==> config.mk <==
export PLATFORM = sky130hd
export DESIGN_NAME = rs_15_11_encoder
export DESIGN_NICKNAME = d
export VERILOG_FILES = /design/src/rtl/rs_15_11_encoder.sv
export SDC_FILE = /design/constraint.sdc
export NUM_CORES = 1
export LEC_CHECK = 0
export ABC_AREA = 1
export CORE_UTILIZATION = 42
export DETAILED_ROUTE_END_ITERATION = 7
export PLACE_DENSITY = 0.69
export SETUP_SLACK_MARGIN = 0.3
export SYNTH_ARGS = -nofsm -noshare
export SYNTH_HDL_FRONTEND = slang
export SYNTH_SLANG_ARGS = --single-unit
==> constraint.sdc <==
create_clock -name CLK -period 1.7 [get_ports CLK]
set_input_delay 0.425 -clock CLK [delete_from_list [all_inputs] [get_ports CLK]]
set_output_delay 0.425 -clock CLK [all_outputs]
set_load 0.005 [all_outputs]
==> src/rtl/rs_15_11_encoder.sv <==
// Systematic RS(15,11) encoder over GF(16), x^4+x+1. Forwards 11 message
// symbols, then 4 parity symbols from an LFSR divide by g(x).
// Ports: CLK, RST_N (async, active-low); in_valid/in_ready/sym_in message
// input; out_valid/out_ready/out_sym/out_sop/out_eop codeword output.
module rs_15_11_encoder #(
  parameter int         N_SYM = 15,
  parameter int         K_SYM = 11,
  parameter logic [3:0] G3    = 4'hD,
  parameter logic [3:0] G2    = 4'hC,
  parameter logic [3:0] G1    = 4'h8,
  parameter logic [3:0] G0    = 4'h7
) (
  input  logic       CLK,
  input  logic       RST_N,
  input  logic       in_valid,
  output logic       in_ready,
  input  logic [3:0] sym_in,
  output logic       out_valid,
  input  logic       out_ready,
  output logic [3:0] out_sym,
  output logic       out_sop,
  output logic       out_eop
);

  typedef enum logic {
    S_MSG    = 1'b0,
    S_PARITY = 1'b1
  } state_t;

  localparam logic [3:0] LastMsg = 4'(K_SYM - 1);
  localparam logic [3:0] LastPar = 4'(N_SYM - K_SYM - 1);

  state_t     state_q, state_d;
  logic [3:0] cnt_q, cnt_d;
  logic [3:0] r3_q, r3_d;
  logic [3:0] r2_q, r2_d;
  logic [3:0] r1_q, r1_d;
  logic [3:0] r0_q, r0_d;
  logic       out_valid_q, out_valid_d;
  logic [3:0] out_sym_q, out_sym_d;
  logic       out_sop_q, out_sop_d;
  logic       out_eop_q, out_eop_d;

  logic       slot_free;
  logic [3:0] fb;

  // GF(16) multiply: shift-and-add, reducing x^4 to x+1.
  function automatic logic [3:0] gf_mul(
    input logic [3:0] a,
    input logic [3:0] b
  );
    logic [3:0] p;
    logic [3:0] x;
    p = 4'h0;
    x = a;
    for (int i = 0; i < 4; i++) begin
      if (b[i]) p = p ^ x;
      x = {x[2:0], 1'b0} ^ (x[3] ? 4'h3 : 4'h0);
    end
    return p;
  endfunction

  assign slot_free = !out_valid_q | out_ready;
  assign fb        = sym_in ^ r3_q;

  always_comb begin
    state_d     = state_q;
    cnt_d       = cnt_q;
    r3_d        = r3_q;
    r2_d        = r2_q;
    r1_d        = r1_q;
    r0_d        = r0_q;
    out_valid_d = out_valid_q;
    out_sym_d   = out_sym_q;
    out_sop_d   = out_sop_q;
    out_eop_d   = out_eop_q;
    in_ready    = 1'b0;

    case (state_q)
      S_MSG: begin
        in_ready = slot_free;
        if (in_valid && slot_free) begin
          out_sym_d   = sym_in;
          out_valid_d = 1'b1;
          out_sop_d   = (cnt_q == 4'd0);
          out_eop_d   = 1'b0;
          r3_d        = r2_q ^ gf_mul(fb, G3);
          r2_d        = r1_q ^ gf_mul(fb, G2);
          r1_d        = r0_q ^ gf_mul(fb, G1);
          r0_d        = gf_mul(fb, G0);
          if (cnt_q == LastMsg) begin
            cnt_d   = 4'd0;
            state_d = S_PARITY;
          end else begin
            cnt_d = cnt_q + 4'd1;
          end
        end else if (out_valid_q && out_ready) begin
          // Drained with nothing to replace it.
          out_valid_d = 1'b0;
          out_sop_d   = 1'b0;
          out_eop_d   = 1'b0;
        end
      end
      S_PARITY: begin
        if (slot_free) begin
          out_sym_d   = r3_q;
          out_valid_d = 1'b1;
          out_sop_d   = 1'b0;
          out_eop_d   = (cnt_q == LastPar);
          r3_d        = r2_q;
          r2_d        = r1_q;
          r1_d        = r0_q;
          r0_d        = 4'h0;
          if (cnt_q == LastPar) begin
            cnt_d   = 4'd0;
            state_d = S_MSG;
          end else begin
            cnt_d = cnt_q + 4'd1;
          end
        end
      end
      default: begin
        state_d = S_MSG;
        cnt_d   = 4'd0;
      end
    endcase
  end

  always_ff @(posedge CLK or negedge RST_N) begin
    if (!RST_N) begin
      state_q     <= S_MSG;
      cnt_q       <= 4'd0;
      r3_q        <= 4'h0;
      r2_q        <= 4'h0;
      r1_q        <= 4'h0;
      r0_q        <= 4'h0;
      out_valid_q <= 1'b0;
      out_sym_q   <= 4'h0;
      out_sop_q   <= 1'b0;
      out_eop_q   <= 1'b0;
    end else begin
      state_q     <= state_d;
      cnt_q       <= cnt_d;
      r3_q        <= r3_d;
      r2_q        <= r2_d;
      r1_q        <= r1_d;
      r0_q        <= r0_d;
      out_valid_q <= out_valid_d;
      out_sym_q   <= out_sym_d;
      out_sop_q   <= out_sop_d;
      out_eop_q   <= out_eop_d;
    end
  end

  assign out_valid = out_valid_q;
  assign out_sym   = out_sym_q;
  assign out_sop   = out_sop_q;
  assign out_eop   = out_eop_q;

endmodule

==> results of run 1 <==
==> timing repair <==
action | in CTS | in global routing
gates cloned | 0 | 1
endpoints found under the setup margin | 35 | 27
gates resized for setup | 21 | 34
hold buffers | 0 | 0
pin swaps | 1 | 9
buffers inserted | 3 | 12
==> per-stage QoR <==
step / area (um2) / utilization (%) / setup WS (ns) / hold slack (ns)
6_report: 2360 / 58.6 / 0.244 / 0.387
5_1_grt: 2360 / 58.6 / 0.206 / 0.409
4_1_cts: 2180 / 54.0 / 0.132 / 0.509
3_5_place_dp: 2100 / 52.1 / -0.367 / 0.485
3_3_place_gp: 2100 / 52.1 / -0.351 / 0.481
2_1_floorplan: 1770 / - / 0.461 / 0.129
==> synthesized netlist by cell type, drive strengths merged <==
cell and number:
a21oi 2, a31oi 4, buf 6, clkinv 1
dfrtp 28, ha 4, inv 29, nand2 87
nand3 24, nand4 4, nor2 14, o211ai 1
o21ai 20, o21bai 1, o22ai 1, xnor2 3
xor2 7
==> critical path, cell delays in order, from the launching register on <==
cell	delay (ns)
dfrtp_1	0.42
inv_2	0.07
nor2_4	0.03
nor2_2	0.10
clkbuf_2	0.12
==> cell type report <==
cell class,instances,share of cell area (%)
multi-input cells,172,41.7
flip-flops and latches,28,29.7
repair buffers,47,18.4
inverters,30,5.19
well taps,50,2.65
clock buffers,4,2.33
==> kinds of logic after synthesis <==
logic type / after synthesis / synth area share (%)
AOI/OAI and AO/OA: 29 / 8.85
xor gates and xnor gates: 10 / 6.02
adders and majority gates: 4 / 2.83
buffers and inverters: 36 / 8.85
DFF: 28 / 39.6
and+or+nand+nor: 129 / 33.8
==> per-layer routing <==
layer / vias up / share of wire, % / GRT usage (%)
met1: 807 / 45 / 24.6
met5: - / 0 / 0
li1: 844 / - / -
met2: 34 / 49 / 35.6
met3: 11 / 2.4 / 3.25
met4: 0 / 2.9 / 9.04
==> power by group through the flow <==
stage	logic [mW]	clock network (mW)	registers (mW)
2_1_floorplan	1.62	0	1.21
5_1_grt	3.16	0.463	1.28
3_3_place_gp	2.38	0	1.22
4_1_cts	2.45	0.440	1.22
6_report	2.84	0.440	1.23
3_5_place_dp	2.42	0	1.24
==> flip-flops by register name (all words and copies together) (netlist names) <==
register and count:
cnt_q 4, out_eop 1, out_sop 1, out_sym 4, out_valid 1, r0_q 4
r1_q 4, r2_q 4, r3_q 4, state_q 1
==> worst max-delay path by stage <==
stage / end / slack (ns) / startpoint
floorplan: cnt_q[2] / 0.46 / cnt_q[0]
global placement: in_ready / -0.35 / out_ready
detailed placement: in_ready / -0.37 / out_ready
CTS: in_ready / 0.13 / out_valid
global route: cnt_q[3] / 0.21 / out_valid
finish: in_ready / 0.24 / out_valid
==> out/results.tsv, run 1 <==
metric	value	unit
layout_common_cells	nand2_1, dfrtp_1, buf_4, nand3_1, inv_1	
p_comb_share	63.0	%
start_util	43.9	%
synthesis.area	1770	um2
fill_cells	375	
drt_iter0_drc	111	
num_rows	23	
crit_path_start_kind	flop	
clock-skew-final	0.00741	ns
outcome	finished, final reports clean	
totalWireLength	4300	um
clock_path_buffers	2	
finalHoldViolations	0	
worst-path-max-fanout	2	
tns	0	ns
p_switching	2.01	mW
min_period	1.46	ns
wl_per_cell	13.0	um
nets	294	
vias_per_cell	5.12	
leakage	1.20	nW
multi_input_area	985	um2
peakVddDrop	578	uV
rsz0062_at_grt	yes	
cts_max_level	1	
dieArea	4470	um2
total_power	4.51	mW
clockPowerShare	9.7	%
avgSynthCellArea	7.49	um2
worstPathArrival	1.03	ns
clock-sinks	28	
internal-power	2.50	mW
synth_top_area_share	39.6	%
antenna_found_initial	0	
rr_endpoint	r3_q[2]	
endpoint_kind	output pin	
diodes	0	
synthCells	236	
max-cap-violations	0	
ff2ff_path_depth	6	
worstHoldStart	in_valid	
synth.area.top_cells	dfrtp_1, nand2_1, nand3_1	
layout.cells.non_filler	331	
grt_overflow	0	
worst_pin_slew	0.383	ns
yosysTopAreaCell	dfrtp_1	
drive_gt1_share	29.2	%
swShare	44.6	%
finalSetupViolCount	0	
path_class	reg -> out	
clk_pin_slew	0.11	ns
gp_congestion	0.836	
yosysWarningCount	0	
cts_buffers	3	
pwr-share-seq	27.3	%
min_path_type	in -> reg	
final_common_cell	nand2_1	
grt_max_degree	29	
grt_pass1_vias	1606	
drc	0	
die_w	66.9	um
cts_tree	built	
reg2reg_slack	0.30	ns
ioPinCount	16	
cp.required	1.27	ns
port_buffers	15	
grt_use_total	20.5	%
synth_seq_cells	28	
dp.cells	311	
maxSlewViolCount	0	
first_pass_iters	4	
grt_pass1_wl	6890	um
power.density	1910	nW/um2
dpl.hpwl	2930	um
ant_nets	0	
fin_crit_sh	85.6	%
dieHeight	66.9	um
ys_seq_area_share	39.6	%
area_growth	33.5	%
whs_path_depth	3	
via_count	1696	
slew_headroom	74.5	%
r2r_start	state_q	
yosysUniqueCellTypes	28	
min_to	out_valid	
syn_nets	248	
ctsRootBufferMaster	clkbuf_8	
clock_latency	0.28	ns
core_area	4030	um2
fmax	0.687	GHz
seq_area	701	um2
Note: power is estimated with default switching activity, not from simulation.
==> run 2: changes to the inputs <==
- GPL_TIMING_DRIVEN: not set -> 0
==> out/results.tsv, run 2 (synthesized netlist as in run 1, its figures left out) <==
metric	value	unit
cts_max_level	1	
path_class	reg -> out	
finalHoldViolations	0	
rr_endpoint	out_sym[2]	
clock-skew-final	0.00409	ns
maxSlewViolCount	0	
clk_pin_slew	0.10	ns
ff2ff_path_depth	9	
worst_pin_slew	0.653	ns
endpoint_kind	output pin	
path_cells	buf_4 -> buf_6 -> buf_2	
crit_family	flip-flops	
grt_pass1_wl	6900	um
finalSetupViolCount	0	
final_common_cell	nand2_1	
max-cap-violations	0	
cp.depth	3	
via_count	1677	
start_util	43.9	%
whs	0.157	ns
cpPeakStageDelay	0.42	ns
ctsHoldBuffers	0	
worst-path-max-fanout	3	
slew_headroom	56.5	%
grt_max_degree	29	
multi_input_area	1000	um2
cp.required	1.27	ns
clock-sinks	28	
vias_per_cell	5.08	
totalWireLength	4570	um
r2r_start	out_valid	
drive_gt1_share	28.6	%
port_buffers	15	
power.density	1920	nW/um2
grt_use_total	21.0	%
cp_num_buf_inv	3	
ioPinCount	16	
slowest_stage	dfrtp_1	
dp.cells	301	
fmax	0.667	GHz
nets	293	
drc	0	
cts_tree	built	
area_growth	32.4	%
startpoint	out_valid	
fill_cells	349	
dpl.hpwl	2810	um
core_area	4030	um2
num_rows	23	
clock_path_buffers	2	
antenna_found_initial	0	
grt_overflow	0	
min_path_type	in -> async	
outcome	finished, final reports clean	
grt_pass1_vias	1518	
clock_latency	0.28	ns
rsz0062_at_grt	yes	
first_pass_iters	4	
fin_crit_sh	88.1	%
seq_area	702	um2
placement.cell_area	1980	um2
crit_path_start_kind	flop	
die_w	66.9	um
layout.cells.non_filler	330	
diodes	0	
gp_congestion	0.851	
ant_nets	0	
leakage	1.19	nW
worstPathArrival	1.07	ns
ctsRootBufferMaster	clkbuf_8	
peakVddDrop	631	uV
fin_util	58.1	%
wl_per_cell	13.8	um
layout_common_cells	nand2_1, dfrtp_1, buf_4, nand3_1, inv_1	
dieArea	4470	um2
dieHeight	66.9	um
min_period	1.50	ns
cts_buffers	3	
reg2reg_slack	0.29	ns
stdcell_area	2340	um2
drt_iter0_drc	107	
run 2: worst max path at each step:
| stage | end | slack (ns) |
|---|---|---|
| 6_report | out_valid | 0.20 |
| 5_1_grt | out_valid | 0.17 |
| 4_1_cts | in_ready | 0.04 |
| 3_5_place_dp | in_ready | -0.41 |
| 3_3_place_gp | in_ready | -0.39 |
| 2_1_floorplan | cnt_q[2] | 0.46 |
run 2: power by group:
group / switching, mW / leakage (nW) / internal (mW)
clock: 0.227 / 0.0288 / 0.208
combinational: 1.59 / 0.824 / 1.23
sequential: 0.243 / 0.339 / 0.994
run 2: layer usage:
metal	up-vias	wire length, um	GRT usage [%]
li1	839	-	-
met1	805	2120	26.6
met2	27	2220	35.7
met3	6	134	2.74
met4	0	94	8.51
met5	-	0	0
run 2: timing repair:
item,CTS,global route
resized for setup,30,40
setup endpoints to repair,60,28
buffers inserted,8,17
pin swaps,6,18
gates cloned,0,0
run 2: layout make-up:
cell class | instances | area share [%]
Multi-Input combinational cell | 172 | 42.8
Sequential cell | 28 | 30.0
Timing Repair Buffer | 40 | 14.4
Inverter | 30 | 5.24
Tap cell | 50 | 2.67
Buffer | 6 | 2.57
Clock buffer | 4 | 2.35
run 2: stage by stage:
stage	worst slack [ns]	power, mW	TNS, ns
floorplan	0.461	2.82	0
global placement	-0.387	3.40	-10.44
detailed placement	-0.406	3.45	-11.62
CTS	0.0407	3.99	0
global route	0.171	4.85	0
finish	0.202	4.50	0
==> run 3: changes to the inputs <==
- HOLD_SLACK_MARGIN: not set -> 0.06
- SETUP_SLACK_MARGIN: 0.3 -> 0.02
- SLEW_MARGIN: not set -> 5
==> out/results.tsv, run 3 (synthesized netlist as in run 1, its figures left out) <==
metric	value	unit
outcome	finished, final reports clean	
worstPathArrival	1.17	ns
grt_pass1_vias	1478	
crit_family	buffers and inverters	
cts_tree	built	
min_period	1.60	ns
diodes	0	
path_class	reg -> out	
swShare	46.1	%
grt_overflow	0	
slowest_stage	clkdlybuf4s50_1	
totalWireLength	4060	um
p_switching	1.83	mW
crit_path_start_kind	flop	
pwr-share-seq	30.8	%
path_cells	clkdlybuf4s50_1	
die_w	66.9	um
clock_path_buffers	2	
peakVddDrop	585	uV
ctsRootBufferMaster	clkbuf_8	
reg2reg_slack	0.14	ns
area_growth	17.8	%
port_buffers	15	
seq_area	701	um2
dpl.hpwl	2810	um
power.density	1900	nW/um2
clockPowerShare	11.1	%
fin_crit_sh	94.0	%
layout_common_cells	nand2_1, dfrtp_1, inv_1, nand3_1	
drc	0	
final_common_cell	nand2_1	
clock_latency	0.28	ns
clock-skew-final	0.00419	ns
r2r_start	out_valid	
ctsHoldBuffers	0	
maxSlewViolCount	0	
core_area	4030	um2
internal-power	2.14	mW
gp_congestion	0.851	
ff2ff_path_depth	9	
num_rows	23	
cp_num_buf_inv	1	
finalSetupViolCount	0	
cp.required	1.27	ns
grt_use_total	20.2	%
via_count	1551	
dp.cells	301	
antenna_found_initial	0	
multi_input_area	918	um2
cpPeakStageDelay	0.51	ns
layout.cells.non_filler	311	
grt_max_degree	29	
drive_gt1_share	16.5	%
worst_pin_slew	0.656	ns
total_power	3.97	mW
max-cap-violations	0	
ioPinCount	16	
endpoint_kind	output pin	
fill_cells	390	
p_comb_share	58.2	%
cts_buffers	3	
clk_pin_slew	0.11	ns
leakage	1.05	nW
cts_max_level	1	
min_path_type	in -> async	
worst-path-max-fanout	2	
vias_per_cell	4.99	
nets	274	
drt_iter0_drc	115	
ant_nets	0	
wl_per_cell	13.1	um
first_pass_iters	4	
grt_pass1_wl	6600	um
fmax	0.626	GHz
slew_headroom	56.3	%
finalHoldViolations	0	
start_util	43.9	%
rr_endpoint	out_sym[1]	
rsz0062_at_grt	no	
dieHeight	66.9	um
dieArea	4470	um2
clock-sinks	28	
[run 3: cell count changes in the layout (fill, tap and decap cells not counted), sizes merged]
cell	previous run	this run
buf	34	13
clkdlybuf4s50	0	11
dlygate4sd2	9	1
clkdlybuf4s15	2	0
clkbuf	4	5
[run 3: timing repair]
item / in CTS / in global routing
buffers inserted: 1 / 5
resized for setup: 4 / 5
pin swaps: 1 / 2
setup endpoints to repair: 1 / 3
endpoints found under the hold margin: 0 / 0
[run 3: how the worst max path moves through the flow]
stage                     startpoint         to  slack, ns  cells after the start
after CTS                      RST_N    r0_q[3]       0.03                      1
after detailed placement   out_ready   in_ready      -0.41                      4
after global placement     out_ready   in_ready      -0.39                      4
after floorplan             cnt_q[0]   cnt_q[2]       0.46                      7
final                      out_valid  out_valid       0.10                      1
after global routing       sym_in[3]    r2_q[3]      0.008                     11
[run 3: area by class of cell]
class	instances	share of cell area, %
Multi-Input combinational cell	172	44.1
Timing Repair Buffer	21	8.95
Tap cell	50	3.00
Inverter	30	5.65
Sequential cell	28	33.7
Clock buffer	4	2.64
Buffer	6	1.98
[run 3: power groups by stage]
stage               Sequential [mW]  Combinational [mW]  Clock (mW)
finish                         1.22                2.31       0.439
global route                   1.27                2.62       0.468
CTS                            1.22                2.25       0.439
detailed placement             1.25                2.20           0
global placement               1.24                2.16           0
floorplan                      1.21                1.62           0
[run 3: layer usage]
layer  up-vias  share of wire (%)  global-route usage [%]
li1        796                  -                       -
met1       728                 48                    25.6
met2        23                 48                    34.3
met3         4                3.0                    2.57
met4         0                1.1                    7.71
met5         -                  0                       0
[run 3: stage by stage]
stage               hold slack, ns  worst slack [ns]  setup TNS, ns  instance area, um2  utilization, %
finish                       0.156             0.102              0                2080            51.7
global route                 0.206           0.00831              0                2080            51.7
CTS                          0.513            0.0267              0                2050            50.8
detailed placement           0.486            -0.406         -11.62                1980            49.2
global placement             0.485            -0.387         -10.44                1980            49.2
floorplan                    0.129             0.461              0                1770               -
